**config.mk**
```make
export PLATFORM = sky130hd
export DESIGN_NAME = alu_op_sequencer_flat
export DESIGN_NICKNAME = d
export VERILOG_FILES = /design/src/rtl/alu_op_sequencer_if.sv /design/src/rtl/alu_op_sequencer.sv /design/src/flat_wrapper.sv
export SDC_FILE = /design/constraint.sdc
export NUM_CORES = 1
export LEC_CHECK = 0
export BUFFER_PORTS_ARGS = -buffer_cell sky130_fd_sc_hd__buf_2
export CORE_AREA = 2 2 74 76
export CTS_BUF_LIST = sky130_fd_sc_hd__clkbuf_8
export DETAILED_ROUTE_END_ITERATION = 10
export DIE_AREA = 0 0 76 78
export PLACE_DENSITY = 0.79
export SLEW_MARGIN = 20
export SYNTH_ARGS = -nofsm -noshare
export SYNTH_HDL_FRONTEND = slang
export SYNTH_SLANG_ARGS = --single-unit
```
**constraint.sdc**
```tcl
create_clock -name clk -period 4.05 [get_ports clk]
set_input_delay 1.0125 -clock clk [delete_from_list [all_inputs] [get_ports clk]]
set_output_delay 1.0125 -clock clk [all_outputs]
set_load 0.02 [all_outputs]
```
**src/rtl/alu_op_sequencer_if.sv**
```systemverilog
// Command and result channels of the ALU operand sequencer.
// The master side offers commands and consumes results; the slave side is the sequencer.
interface alu_op_sequencer_if;
    logic       cmd_valid;
    logic       cmd_ready;
    logic [3:0] cmd_a;
    logic [3:0] cmd_b;
    logic [3:0] cmd_op;
    logic       cmd_chain;
    logic       res_valid;
    logic       res_ready;
    logic [7:0] res_data;

    modport master (
        output cmd_valid, cmd_a, cmd_b, cmd_op, cmd_chain, res_ready,
        input  cmd_ready, res_valid, res_data
    );

    modport slave (
        input  cmd_valid, cmd_a, cmd_b, cmd_op, cmd_chain, res_ready,
        output cmd_ready, res_valid, res_data
    );
endinterface

```
**src/rtl/alu_op_sequencer.sv**
```systemverilog
// Registers ALU operands from a command handshake, waits for the ALU to settle,
// then captures the result word into a first-word-fall-through FIFO.
module alu_op_sequencer #(
    parameter int SETTLE_CYCLES = 1,
    parameter int FIFO_DEPTH    = 4
) (
    input  logic                        clk,
    input  logic                        rst_n,
    alu_op_sequencer_if.slave           bus,
    output logic [3:0]                  alu_a,
    output logic [3:0]                  alu_b,
    output logic [3:0]                  alu_op,
    input  logic [7:0]                  alu_res,
    output logic [$clog2(FIFO_DEPTH):0] fifo_count,
    output logic [7:0]                  err_count
);
    localparam int PTR_W = $clog2(FIFO_DEPTH);
    localparam int CNT_W = (SETTLE_CYCLES < 2) ? 1 : $clog2(SETTLE_CYCLES + 1);

    typedef enum logic [1:0] {IDLE, WAIT, CAPTURE} state_t;

    state_t           state_q, state_d;
    logic [CNT_W-1:0] settle_q;
    logic [3:0]       last_result;
    logic [7:0]       mem [FIFO_DEPTH];
    logic [PTR_W-1:0] wr_ptr, rd_ptr;
    logic             accept, push, pop;

    // NOTE: state is IDLE during reset, so rst_n must gate cmd_ready to keep it low.
    assign bus.cmd_ready = rst_n && (state_q == IDLE)
                           && (fifo_count < (PTR_W + 1)'(FIFO_DEPTH));
    assign accept        = bus.cmd_valid && bus.cmd_ready;
    assign push          = (state_q == CAPTURE);
    assign pop           = bus.res_ready && bus.res_valid;
    assign bus.res_valid = (fifo_count != '0);
    assign bus.res_data  = bus.res_valid ? mem[rd_ptr] : 8'h00;

    always_comb begin
        state_d = state_q;
        case (state_q)
            IDLE:    if (accept) state_d = (SETTLE_CYCLES == 0) ? CAPTURE : WAIT;
            WAIT:    if (settle_q == CNT_W'(1)) state_d = CAPTURE;
            CAPTURE: state_d = IDLE;
            default: state_d = IDLE;
        endcase
    end

    always_ff @(posedge clk or negedge rst_n) begin
        if (!rst_n) begin
            state_q     <= IDLE;
            settle_q    <= '0;
            alu_a       <= '0;
            alu_b       <= '0;
            alu_op      <= '0;
            last_result <= '0;
            err_count   <= '0;
        end else begin
            state_q <= state_d;
            if (accept) begin
                alu_a    <= bus.cmd_chain ? last_result : bus.cmd_a;
                alu_b    <= bus.cmd_b;
                alu_op   <= bus.cmd_op;
                settle_q <= CNT_W'(SETTLE_CYCLES);
            end else if (state_q == WAIT) begin
                settle_q <= settle_q - CNT_W'(1);
            end
            if (push) begin
                last_result <= alu_res[3:0];
                if (alu_res[4] && (err_count != 8'hFF)) err_count <= err_count + 8'd1;
            end
        end
    end

    // NOTE: storage is left unreset; res_data is masked to zero whenever the FIFO is empty.
    always_ff @(posedge clk) begin
        if (push) mem[wr_ptr] <= alu_res;
    end

    // Power-of-two depth lets the pointers wrap by plain overflow.
    always_ff @(posedge clk or negedge rst_n) begin
        if (!rst_n) begin
            wr_ptr     <= '0;
            rd_ptr     <= '0;
            fifo_count <= '0;
        end else begin
            if (push) wr_ptr <= wr_ptr + PTR_W'(1);
            if (pop)  rd_ptr <= rd_ptr + PTR_W'(1);
            case ({push, pop})
                2'b10:   fifo_count <= fifo_count + 1'b1;
                2'b01:   fifo_count <= fifo_count - 1'b1;
                default: fifo_count <= fifo_count;
            endcase
        end
    end
endmodule

```
**src/flat_wrapper.sv**
```systemverilog
// flat-port wrapper written by rule: the top's interface ports become plain ports
module alu_op_sequencer_flat 
#(
    parameter int SETTLE_CYCLES = 1,
    parameter int FIFO_DEPTH    = 4
)
  (clk, rst_n, alu_a, alu_b, alu_op, alu_res, fifo_count, err_count, bus_cmd_valid, bus_cmd_a, bus_cmd_b, bus_cmd_op, bus_cmd_chain, bus_res_ready, bus_cmd_ready, bus_res_valid, bus_res_data);
  alu_op_sequencer_if bus_i ();
  input  logic clk;
  input  logic rst_n;
  output logic [3:0] alu_a;
  output logic [3:0] alu_b;
  output logic [3:0] alu_op;
  input  logic [7:0] alu_res;
  output logic [$clog2(FIFO_DEPTH):0] fifo_count;
  output logic [7:0] err_count;
  input wire logic [$bits(bus_i.cmd_valid)-1:0] bus_cmd_valid;
  input wire logic [$bits(bus_i.cmd_a)-1:0] bus_cmd_a;
  input wire logic [$bits(bus_i.cmd_b)-1:0] bus_cmd_b;
  input wire logic [$bits(bus_i.cmd_op)-1:0] bus_cmd_op;
  input wire logic [$bits(bus_i.cmd_chain)-1:0] bus_cmd_chain;
  input wire logic [$bits(bus_i.res_ready)-1:0] bus_res_ready;
  output wire logic [$bits(bus_i.cmd_ready)-1:0] bus_cmd_ready;
  output wire logic [$bits(bus_i.res_valid)-1:0] bus_res_valid;
  output wire logic [$bits(bus_i.res_data)-1:0] bus_res_data;
  assign bus_i.cmd_valid = bus_cmd_valid;
  assign bus_i.cmd_a = bus_cmd_a;
  assign bus_i.cmd_b = bus_cmd_b;
  assign bus_i.cmd_op = bus_cmd_op;
  assign bus_i.cmd_chain = bus_cmd_chain;
  assign bus_i.res_ready = bus_res_ready;
  assign bus_cmd_ready = bus_i.cmd_ready;
  assign bus_res_valid = bus_i.res_valid;
  assign bus_res_data = bus_i.res_data;
  alu_op_sequencer #(.SETTLE_CYCLES(SETTLE_CYCLES), .FIFO_DEPTH(FIFO_DEPTH)) u_core (.clk(clk), .rst_n(rst_n), .bus(bus_i), .alu_a(alu_a), .alu_b(alu_b), .alu_op(alu_op), .alu_res(alu_res), .fifo_count(fifo_count), .err_count(err_count));
endmodule
```
==> results of run 1 <==
## critical path: stages, from the launching register on
cell and delay, ns:
dfrtp_1 0.70, mux4_2 0.57, and2_1 0.17, buf_2 0.15
## synth_stat cells (2+ instances only)
cell type	instances
dfrtp_1	34
edfxtp_1	32
and2_1	14
mux2_2	13
nand2_1	11
mux4_2	8
o21ai_0	7
ha_1	6
inv_1	6
mux2i_1	5
xnor2_1	5
xor2_1	5
and4_1	4
buf_2	3
nor2_1	3
clkbuf_1	2
mux2_1	2
nand2b_1	2
nand3_1	2
nor2b_1	2
## flip-flops by register name, summed over array words and instances, names as in the netlist
register            cells
u_core.mem             32
u_core.wr_ptr           2
u_core.fifo_count       3
u_core.last_result      4
u_core.alu_b            4
u_core.rd_ptr           2
u_core.err_count        8
u_core.alu_op           4
u_core.settle_q         1
u_core.state_q          2
u_core.alu_a            4
## area by class of cell
type / count / area, um2 / share of cell area
Tap cell: 70 / 87.6 / 0.0267
Timing Repair Buffer: 59 / 300 / 0.0914
Clock inverter: 7 / 55.1 / 0.0168
Clock buffer: 9 / 124 / 0.0377
Inverter: 6 / 22.5 / 0.00685
Multi-Input combinational cell: 98 / 885 / 0.269
Sequential cell: 66 / 1810 / 0.551
## worst min path at each step
stage / slack, ns / depth (start not counted) / endpoint / start
2_1_floorplan: 0.45 / 1 / u_core.state_q[0]$_DFFE_PN0P_ / u_core.settle_q$_DFFE_PN0P_
3_3_place_gp: 0.46 / 2 / u_core.alu_a[1]$_DFFE_PN0P_ / u_core.alu_a[1]$_DFFE_PN0P_
3_5_place_dp: 0.48 / 2 / u_core.alu_a[3]$_DFFE_PN0P_ / u_core.alu_a[3]$_DFFE_PN0P_
4_1_cts: 0.49 / 2 / u_core.alu_a[3]$_DFFE_PN0P_ / u_core.alu_a[3]$_DFFE_PN0P_
5_1_grt: 0.51 / 2 / u_core.alu_a[3]$_DFFE_PN0P_ / u_core.alu_a[3]$_DFFE_PN0P_
6_report: 0.49 / 2 / u_core.alu_a[1]$_DFFE_PN0P_ / u_core.alu_a[1]$_DFFE_PN0P_
## layout by cell type, fill, tap and decap left out
cell | Yosys | layout
mux2_2 | 13 | 13
and2_1 | 14 | 14
clkbuf_8 | 0 | 9
clkinv_1 | 0 | 1
nand3_1 | 2 | 2
nand3b_1 | 1 | 1
xnor2_1 | 5 | 5
or3_1 | 1 | 1
buf_2 | 3 | 57
mux4_2 | 8 | 8
nand4_1 | 1 | 1
nor2b_1 | 2 | 2
xor2_1 | 5 | 5
and4_1 | 4 | 4
fa_1 | 1 | 1
inv_1 | 6 | 9
a21oi_1 | 1 | 1
clkinv_2 | 0 | 2
nor3_1 | 1 | 1
bufinv_16 | 0 | 1
mux2i_1 | 5 | 5
edfxtp_1 | 32 | 32
a31oi_1 | 1 | 1
nand2b_1 | 2 | 2
o21ai_0 | 7 | 7
buf_4 | 1 | 2
ha_1 | 6 | 6
nand2_2 | 1 | 1
nand2_1 | 11 | 11
nor4b_2 | 1 | 1
mux2_1 | 2 | 2
nor2_1 | 3 | 3
dfrtp_1 | 34 | 34
## stage by stage
| stage | setup WS (ns) | util |
|---|---|---|
| CTS | 1.04 | 0.652 |
| floorplan | 1.53 | - |
| global placement | 1.39 | 0.616 |
| finish | 1.11 | 0.652 |
| global route | 0.962 | 0.652 |
| detailed placement | 1.40 | 0.616 |
## layer usage
layer	global-route usage	vias up	share of wire
met2	0.293	41	0.51
met5	0	-	0
met4	0.0927	0	0.013
met1	0.226	762	0.43
met3	0.0395	9	0.046
li1	-	760	-
## kinds of logic (layout without fill, tap and decap cells)
| group | after synthesis | after routing | share of synthesized area |
|---|---|---|---|
| flip-flops | 66 | 66 | 0.658 |
| AND/OR/NAND/NOR | 44 | 44 | 0.0932 |
| multiplexers | 28 | 28 | 0.145 |
| buffers and inverters | 13 | 81 | 0.0205 |
| XOR/XNOR | 10 | 10 | 0.0318 |
| AO/OA/AOI/OAI | 9 | 9 | 0.0168 |
| adder cells (fa/ha/maj) | 7 | 7 | 0.0345 |
## power breakdown
part	internal, mW	switching (mW)
clock network	0.273	0.222
logic	0.375	0.453
registers	0.875	0.140
==> impl.org, run 1 <==
** Status
- The flow ran to the end, and the final reports show no timing, DRC or antenna violations.

** Yosys
- Portion of the post-synthesis area used by sequential elements :: 0.658
- Yosys cell types :: 31
- Post-synth top area cell :: edfxtp_1
- For this run, the leading register cell type out of synthesis is dfrtp_1.
- In this run the mean area of a mapped cell was 15.6 um2.
- Area share of the largest cell type after synthesis :: 0.349
- Synthesis produced a netlist whose cell count is 177.
- Counting flops with an async set or reset pin after synthesis yields a share of 0.515.
- The synthesized netlist occupies a cell area of 0.00275 mm2.
- Number of synthesized register bits :: 66
- For this run, the number of Yosys warnings is 0.
- Number of synthesized flops with an enable pin :: 32
- Ranked by total cell area, the synthesized netlist is headed by edfxtp_1 (35%), dfrtp_1 (31%), mux4_2 (6.5%).
- When the netlist entered floorplanning its net count stood at 209.

** Clock tree
- CTS max path bufs :: 2
- Post-cts sizing count :: 0
- Skew-Pair Late Insertion Delay :: about 0.32 ns
- Post-CTS timing repair inserted 0 buffers for setup.
- TritonCTS built the clock tree.
- CTS H-Tree Depth :: 3
- The tree built by TritonCTS fans out to 66 sinks.
- Cts bufs inserted :: 9
- CTS root buffer :: clkbuf_8
- Number of hold-repair buffers added at the cts stage :: 0
- Clock transition at the register clock pins on the worst setup and hold paths after CTS :: 0.07 ns

** Critical path
- The worst register-to-register path begins at u_core.fifo_count[2]$_DFFE_PN0P_.
- Data arrives at the worst endpoint at between 1.5 and 2 ns.
- The worst setup path is captured at a primary output.
- End point of the critical path :: bus_res_data[0]
- Measured in cells, the most critical reg-to-reg path has a length of 8.
- In this run the critical register-to-register path is captured at u_core.fifo_count[2]$_DFFE_PN0P_.
- The critical path starts at u_core.rd_ptr[0]$_DFFE_PN0P_.
- For the worst setup path, the data required time is 3.04 ns.
- R2r setup slk :: 1.90 ns
- The worst setup path is launched from a flip-flop.
- Worst Path Max Fanout :: 10
- By startpoint and endpoint, the worst setup path is classified as reg2out.

** Final layout
- From synthesis to final layout, the design area changed by 19.4%.
- Diode count :: 0
- Leaving out filler cells and counting taps, the final layout contains about 320.
- Post-layout net count :: 272
- Filler Cells Inserted :: ~370
- Post-route design area :: 0.00329 mm2
- In the final layout, the share of cells above drive strength 1 is 0.384.

** STA
- Max frequency :: 340 MHz
- The clock period could shrink to 2.94 ns.
- Total count of hold-check failures in the final report :: 0
- Across all hold checks on the routed design, the worst slack comes to 0.492 ns.
- Share of the clock period used by the worst path after layout :: 0.726
- Slew at the pin with the worst max-slew slack :: 0.566 ns
- Final number of setup-violating endpoints :: 0
- Setup repair after global routing left no endpoint under its margin.
- In the final timing run, aggregate negative setup slack is 0 ns.
- Final Max Slew Viols :: 0
- Worst clock skew :: 0.00712 ns
- Measured against its own limit, the worst slew margin works out to 0.622.

** Global route
- The first global-routing pass estimated 8.02 mm of wire.
- The number of antenna violations at the first check in global routing is 0.
- Entering global routing, the biggest net connects 35 pins.
- Vias in the first global route :: 1642
- In the global route stage, overall resource usage came out at 0.179.
- For this run the aggregate overflow at the end of global routing stands at 0.

** Drt
- Routed len/inst :: 15.2 um
- Avg Vias per Cell :: 4.99
- After detailed routing, the number of remaining DRC violations is 0.
- For this block, the initial DRC count from the detailed router was 96.
- The detail route stage leaves a number of antenna-violating nets equal to 0.
- The final route contains ~1600 vias.
- The first TritonRoute pass finished after 4 iterations.
- Aggregate routed wire length :: 4.80 mm

** Placed design
- Final weighted congestion of routability-driven global placement :: 0.725
- After detailed placement, the design holds a cell count of around 300.
- After legalization and detailed placement, the total HPWL measured 3.39 mm.
- In this run the tool buffered the top-level ports with 57 buffer cells.
- Cell Area, Placed :: slightly above 0.003 mm2

** Floorplan
- Floorplan row count :: 26
- For this configuration, the core starts out at a cell density of 0.546.
- Boundary Pins :: 58
- Full die area :: 0.00593 mm2
- In this run the horizontal extent of the chip is between 70 and 80 um.
- Core Box Area :: around 0.0050 mm2
- Vertical extent of the die :: approximately 78 um

** Min path
- Min-delay worst type :: reg2reg

** Run
- Max-cap violations in this run came to 0.

** Power
- Power density relative to cell area :: 712 mW/mm2
- Total leakage power :: 1.43 nW
- Total power :: 2.34 mW
- Peak ir drop on the vdd network :: 0.447 mV
No activity file was read; power rests on OpenSTA's default activity.
==> inputs of run 2 (changes only) <==
--- a/config.mk
+++ b/config.mk
@@ -6,11 +6,11 @@
 export NUM_CORES = 1
 export LEC_CHECK = 0
 export BUFFER_PORTS_ARGS = -buffer_cell sky130_fd_sc_hd__buf_2
-export CORE_AREA = 2 2 74 76
+export CORE_AREA = 2 2 77 79
 export CTS_BUF_LIST = sky130_fd_sc_hd__clkbuf_8
 export DETAILED_ROUTE_END_ITERATION = 10
-export DIE_AREA = 0 0 76 78
-export PLACE_DENSITY = 0.79
+export DIE_AREA = 0 0 79 81
+export PLACE_DENSITY = 0.76
 export SLEW_MARGIN = 20
 export SYNTH_ARGS = -nofsm -noshare
 export SYNTH_HDL_FRONTEND = slang
==> constraint.sdc (replaced) <==
create_clock -name clk -period 2.7 [get_ports clk]
set_input_delay 0.675 -clock clk [delete_from_list [all_inputs] [get_ports clk]]
set_output_delay 0.675 -clock clk [all_outputs]
set_load 0.02 [all_outputs]
==> run 2 against run 1 <==
  * Register-to-register slack worse by 1.3 ns
  * First-iteration DRC count up 24%
  * Cell area about the same
  * Utilization down 7.3 points
  * Routed wire length down 2.1%
  * Clock power up 34%
  * Critical endpoint is now bus_res_data[3]
  * Total power up 48%
==> impl.org, run 2 (synthesis results as in run 1) <==
** Drt
- The detailed-route via count is 1586 (+0.89%).
- DRC violations left :: 0 (unchanged)
- Initial drt markers :: 119 (+24%)
- Remaining antenna violation count after routing :: 0 (unchanged)
- The number of iterations in the first detailed-routing pass is 4 (unchanged).
- Routed len/inst :: 14.6 um (-4.0%)
- The number of vias per cell after detailed routing was 4.94 (-1.0%).
- The total routed wirelength came to 4.70 mm (-2.1%).

** Critical path
- The data arrival time of the critical path came to 1.70 ns (-0.23 ns).
- The worst register-to-register path begins at u_core.fifo_count[2]$_DFFE_PN0P_.
- Kind of end point of the critical path :: primary output
- Worst Path Max Fanout :: 5 (-5)
- Path depth of the worst reg2reg path :: 8 (unchanged)
- Cell with the biggest individual delay on the critical path :: mux4_2
- The most critical setup path has its startpoint at u_core.rd_ptr[0]$_DFFE_PN0P_.
- Category of the critical setup timing path :: reg2out
- Startpoint types :: flip-flop
- Worst path required time :: 2.03 ns (-1.01 ns)
- Series of cell instances along the critical path :: buf_4 > mux4_2 > and2_1 > buf_2
- Largest stage delay on the critical path :: 0.53 ns (-0.17 ns)

** Final layout
- Max FFs per register :: 32 (unchanged)
- Area added between synthesis and finish :: 19.3% (about the same)
- Leaving out fill and tap cells, the most frequent cells in the layout are buf_2 (57), dfrtp_1 (34), edfxtp_1 (32).
- Share of layout cells above drive strength 1 :: 0.382 (-0.00156)
- The largest registers in the layout are u_core.mem x32, u_core.err_count x8.
- Leaving out fill and tap cells, the most frequent cell in the layout is buf_2.
- Post-route insts no fill :: 321 (+1.9%)
- Reg with most FFs :: u_core.mem
- Area used by multi-input combinational logic :: 885 um2 (unchanged)
- Footprint of the flip-flops and latches :: 0.00181 mm2 (unchanged)
- The diode insertion count for antenna repair is 0 (unchanged).
- The core occupancy in the finished layout came to 0.579 (-0.0729).
- Post-layout net count :: 274 (+0.74%)
- Post-route design area :: 0.00328 mm2 (about the same)
- Filler Cells Inserted :: 471 (+28%)

** Clock tree
- The clock transition at the registers of the reported paths was 0.06 ns (about the same).
- The quantity of hold-fixing buffers added after cts was 0 (unchanged).
- The tree is rooted in a clkbuf_8.
- Skew-Pair Late Insertion Delay :: 0.33 ns (about the same)
- CTS max path bufs :: 2 (unchanged)
- The total number of clock tree sinks came to 66 (unchanged).
- TritonCTS clock tree :: done
- CTS H-Tree Depth :: 3 (unchanged)
- Post-cts sizing count :: 0 (unchanged)
- Number of buffers inserted to repair setup after CTS :: 0 (unchanged)
- Cts bufs inserted :: 9 (unchanged)

** Floorplan
- The starting density of the core came to 0.485 (-0.0609).
- Core Box Area :: 0.00568 mm2 (+13%)
- Boundary Pins :: 58 (unchanged)
- Full die area :: 0.00640 mm2 (+7.9%)
- Floorplan row count :: 28 (+7.7%)
- DIE WIDTH :: 79 um (+3.9%)
- Vertical extent of the die :: 81 um (+3.8%)

** Power
- Flop pwr share :: 0.431 (-0.003)
- The internal power was 2.23 mW (+47%).
- Combinational power share :: 0.377 (+0.023)
- Peak ir drop on the vdd network :: 0.430 mV (-3.9%)
- Power density relative to cell area :: 1050 mW/mm2 (+48%)
- Switching share of total power :: 0.353 (+0.00477)
- The reported net switching power was 1.22 mW (+50%).
- The clock share of power was 0.192 (-0.020).
- Total leakage power :: 1.44 nW (+0.27%)

** STA
- The hold violation total from the final report was 0 (unchanged).
- Final critical path time including I/O delays and setup :: 2.38 ns
- Final number of setup-violating endpoints :: 0 (unchanged)
- Setup repair after global routing left no endpoint under its margin.
- Tightest slew margin relative to the limit :: 0.719 (+0.0965)
- The maximum clock skew at final layout came to 0.00751 ns (+0.000391 ns).
- The final count of pins violating max slew is 0 (unchanged).
- The sum of negative setup slack was 0 ns (unchanged).
- Fin Hold WS :: 0.372 ns (-0.121 ns)
- Static timing analysis puts the maximum clock frequency at 420 MHz.
- In the finished design, the share of the clock period the worst path needs comes to 0.881.
- The worst-margin pin slew came to 0.422 ns (-0.145 ns).

** Global route
- The number of antenna violations at the first check in global routing is 0 (unchanged).
- The global-route wire length before repair is 7.39 mm (-7.8%).
- The residual overflow from global routing is 0 (unchanged).
- Pin count of the biggest net entering global routing :: 35 (unchanged)
- The number of global-route vias before repair was 1558 (-5.1%).
- The total routing usage reported by global routing was 0.158 (-0.0205).

** Min path
- Min-delay worst type :: in2async

** Status
- Run status :: finished clean

** Run
- Maximum capacitance violations :: 0 (unchanged)

** Placed design
- The routability congestion estimate was 0.777 (+7.1%).
- The total of buffers placed on input and output ports came to 57 (unchanged).
- The total cell area at the placement stage is 0.00313 mm2 (+0.68%).
- Number of placed instances, taps included :: 306 (+2.3%)
- Final HPWL DP :: 3.34 mm (-1.3%)
==> run 2: final cells by class <==
| class | instances | area share |
|---|---|---|
| flip-flops and latches | 66 | 0.552 |
| clock inverters | 5 | 0.00571 |
| inverters | 6 | 0.00686 |
| multi-input cells | 98 | 0.269 |
| repair buffers | 61 | 0.0960 |
| clock buffers | 10 | 0.0419 |
| well taps | 75 | 0.0286 |
==> run 2: critical path: cells and delay by family (launching register included) <==
kind | cells | cell delay (ns)
and+or+nand+nor | 1 | 0.17
muxes | 1 | 0.53
buffers and inverters | 2 | 0.32
DFF | 1 | 0.35
==> run 2: per-stage QoR <==
step           total power, mW  setup slack [ns]
3_5_place_dp              2.83             0.565
2_1_floorplan             2.41             0.451
3_3_place_gp              2.78             0.607
6_report                  3.45             0.321
5_1_grt                   3.69             0.272
4_1_cts                   3.50             0.306
==> run 2: metal layers <==
metal / share of wire / global-route usage / vias up
met2: 0.51 / 0.260 / 36
met1: 0.43 / 0.195 / 773
met5: 0 / 0 / -
met4: 0.023 / 0.0931 / 0
li1: - / - / 764
met3: 0.039 / 0.0333 / 13
==> run 2: final timing paths <==
kind	endpoint	slack, ns
max	bus_res_data[3]	0.32
min	u_core.settle_q$_DFFE_PN0P_	0.37
max reg2reg	u_core.fifo_count[2]$_DFFE_PN0P_	0.57
min reg2reg	u_core.alu_a[1]$_DFFE_PN0P_	0.48
max in group asynchronous	u_core.wr_ptr[1]$_DFFE_PN0P_	2.02
min in group clk	u_core.alu_a[1]$_DFFE_PN0P_	0.48
==> run 2: power groups by stage <==
stage	Combinational (mW)	Sequential, mW	Clock [mW]
CTS	1.33	1.49	0.682
finish	1.30	1.49	0.664
global route	1.45	1.52	0.724
global placement	1.29	1.49	0
floorplan	0.781	1.62	0
detailed placement	1.32	1.51	0
==> inputs of run 3 (changes only) <==
--- a/config.mk
+++ b/config.mk
@@ -5,12 +5,12 @@
 export SDC_FILE = /design/constraint.sdc
 export NUM_CORES = 1
 export LEC_CHECK = 0
-export BUFFER_PORTS_ARGS = -buffer_cell sky130_fd_sc_hd__buf_2
-export CORE_AREA = 2 2 77 79
+export CORE_AREA = 2 2 74 76
 export CTS_BUF_LIST = sky130_fd_sc_hd__clkbuf_8
 export DETAILED_ROUTE_END_ITERATION = 10
-export DIE_AREA = 0 0 79 81
-export PLACE_DENSITY = 0.76
+export DIE_AREA = 0 0 76 78
+export DONT_BUFFER_PORTS = 1
+export PLACE_DENSITY = 0.72
 export SLEW_MARGIN = 20
 export SYNTH_ARGS = -nofsm -noshare
 export SYNTH_HDL_FRONTEND = slang
==> run 3 against run 2 <==
  * Die area is 7.4% lower
  * Worst hold slack worse by 0.34 ns
  * Global-route usage is 1.9 points higher
  * First-iteration DRC count is 38% lower
  * Combinational power is 37% lower
  * Clock skew is 0.0016 ns lower
  * Largest power group unchanged
  * Highest routed layer unchanged
==> impl.org, run 3 (synthesis results as in run 1) <==
** Run
- Maximum capacitance violations :: 0 (unchanged)

** Global route
- The residual overflow from global routing was 0 (unchanged).
- The met2 layer usage reported by global route was 0.314 (+0.0541).
- Vias in the first global route :: 1649 (+5.8%)
- The total routing usage reported by global routing was 0.177 (+0.0190).
- The global-route wire length before repair was 7.98 mm (+8.0%).
- Met1 GRT Util :: 0.190 (-0.00512)
- The number of antenna violations at the first check in global routing came to 0 (unchanged).
- The met3 capacity usage during global routing is 0.0640 (+0.0306).
- Busiest layer in global routing :: met2
- The maximum number of pins on one net before global-route repair was 36 (+2.9%).

** Drt
- The number of violations reported at the end of detailed-routing iteration 0 was 74 (-38%).
- DRC violations left :: 0 (unchanged)
- Number of iterations in the first detailed-routing pass :: 4 (unchanged)
- The detailed-route via count is 1413 (-11%).
- The detailed-route wire length per cell is 18.5 um (+26%).
- Aggregate routed wire length :: 4.76 mm (+1.4%)
- Remaining antenna violation count after routing :: 0 (unchanged)
- The number of vias per cell after detailed routing is 5.48 (+11%).

** Floorplan
- Floorplan row count :: 26 (-7.1%)
- The die footprint was 0.00593 mm2 (-7.4%).
- DIE WIDTH :: 76 um (-3.8%)
- Boundary Pins :: 58 (unchanged)
- The core box area was 0.00504 mm2 (-11%).
- Starting Density :: 0.546 (+0.0609)
- The vertical die dimension was 78 um (-3.7%).

** STA
- Max frequency :: 393 MHz (-6.4%)
- The final critical path time including I/O delays and setup is 2.54 ns (+0.162 ns).
- Final Max Slew Viols :: 0 (unchanged)
- Least setup slack across all paths after layout :: 0.158 ns (-0.162 ns)
- The maximum clock skew at final layout is 0.00593 ns (-0.00158 ns).
- Fin Hold WS :: 0.0358 ns (-0.336 ns)
- Unrepaired setup endpoints after global routing :: no
- The worst-margin pin slew is 0.676 ns (+0.255 ns).
- Setup_tns :: 0 ns (unchanged)
- Tightest slew margin relative to the limit :: 0.548 (-0.171)
- Share of the clock period used by the worst path after layout :: 0.941 (+0.0602)
- Total count of hold-check failures in the final report :: 0 (unchanged)
- The total setup violations reported at the end of the flow was 0 (unchanged).

** Final layout
- Largest registers ranked by flip-flop count :: u_core.mem x32, u_core.err_count x8
- The filler cell count in the final layout is 391 (-17%).
- The ratio of cells with drive above 1 in the final layout came to 0.207 (-0.175).
- The area used by sequential logic in the layout is 0.00181 mm2 (unchanged).
- Post-layout net count :: 215 (-22%)
- The core occupancy in the finished layout was 0.592 (+0.0131).
- Area added between synthesis and finish :: 8.41%
- Max FFs per register :: 32 (unchanged)
- Reg with most FFs :: u_core.mem
- The library cell used most frequently in the layout, excluding fill and tap cells, is dfrtp_1.
- The diode insertion count for antenna repair came to 0 (unchanged).
- Area used by multi-input combinational logic :: 885 um2 (unchanged)
- Top library cells by usage in the layout, fill and taps aside :: dfrtp_1 (34), edfxtp_1 (32), and2_1 (14)

** Clock tree
- The number of CTS-inserted buffers came to 9 (unchanged).
- CTS max path bufs :: 2 (unchanged)
- CTS root buffer :: clkbuf_8
- Clk sink count :: 66 (unchanged)
- The number of buffers inserted by post-CTS setup repair was 0 (unchanged).
- TritonCTS clock tree :: done
- Clock transition at the register clock pins on the worst setup and hold paths after CTS :: 0.07 ns (about the same)
- Skew-Pair Late Insertion Delay :: 0.33 ns (about the same)
- The quantity of hold-fixing buffers added after cts came to 0 (unchanged).
- CTS H-Tree Depth :: 3 (unchanged)
- Post-cts sizing count :: 0 (unchanged)

** Power
- The total power of the final layout came to 3.23 mW (-6.5%).
- Total leakage power :: 1.18 nW (-18%)
- Peak ir drop on the vdd network :: 0.506 mV (+18%)
- Power density relative to cell area :: 1080 mW/mm2 (+2.9%)

** Critical path
- The register-to-register setup slack is 0.63 ns (+0.06 ns).
- The worst setup path is launched from a flip-flop.
- Worst Path Max Fanout :: 10 (+5)
- Worst path required time :: 2.03 ns (about the same)
- The worst setup path is captured at a primary output.
- The endpoint identified for the worst register-to-register timing path is u_core.fifo_count[1]$_DFFE_PN0P_.
- Arrival time at the worst endpoint :: 1.87 ns (+0.17 ns)
- FF-to-FF Start :: u_core.fifo_count[2]$_DFFE_PN0P_
- Path depth of the worst reg2reg path :: 6 (-2)
- Category of the critical setup timing path :: reg2out

** Min path
- The path class of the tightest hold or removal check is in2async.

** Placed design
- Final HPWL DP :: 3.44 mm (+2.8%)
- Buffers on Ports :: 0 (-100%)
- Final weighted congestion of routability-driven global placement :: 0.793 (+2.1%)
- Setup WS pre-CTS :: 0.494 ns (-0.0702 ns)

** Status
- Run status :: finished clean
run 3: worst max path at each step:
stage,start,end,slack [ns]
CTS,u_core.rd_ptr[0]$_DFFE_PN0P_,bus_res_data[0],0.13
floorplan,u_core.fifo_count[2]$_DFFE_PN0P_,u_core.fifo_count[2]$_DFFE_PN0P_,0.45
global route,u_core.rd_ptr[0]$_DFFE_PN0P_,bus_res_data[0],0.03
finish,u_core.rd_ptr[0]$_DFFE_PN0P_,bus_res_data[0],0.16
detailed placement,u_core.rd_ptr[0]$_DFFE_PN0P_,bus_res_data[0],0.49
global placement,u_core.rd_ptr[0]$_DFFE_PN0P_,bus_res_data[4],0.54
run 3: cell type report:
type | instances | share of cell area
Sequential cell | 66 | 0.607
Clock inverter | 7 | 0.0130
Timing Repair Buffer | 2 | 0.00503
Tap cell | 70 | 0.0294
Clock buffer | 9 | 0.0415
Multi-Input combinational cell | 98 | 0.296
Inverter | 6 | 0.00755
run 3: worst max-delay path, cell delays in order, from the launching register on:
cell     delay [ns]
dfrtp_1        0.70
mux4_2         0.59
and2_1         0.24
run 3: through the flow:
step	instances	cell area [um2]
CTS	258	2980
global route	258	2980
floorplan	177	2750
finish	258	2980
detailed placement	242	2820
global placement	242	2820
run 3: metal layers:
layer | vias up | share of wire
met5 | - | 0
met4 | 0 | 0.017
met3 | 10 | 0.073
met2 | 55 | 0.51
met1 | 700 | 0.39
li1 | 648 | -
run 3: power by group:
part	switching, mW	total [mW]	internal [mW]
clock network	0.353	0.675	0.322
logic	0.418	0.825	0.408
registers	0.419	1.73	1.31
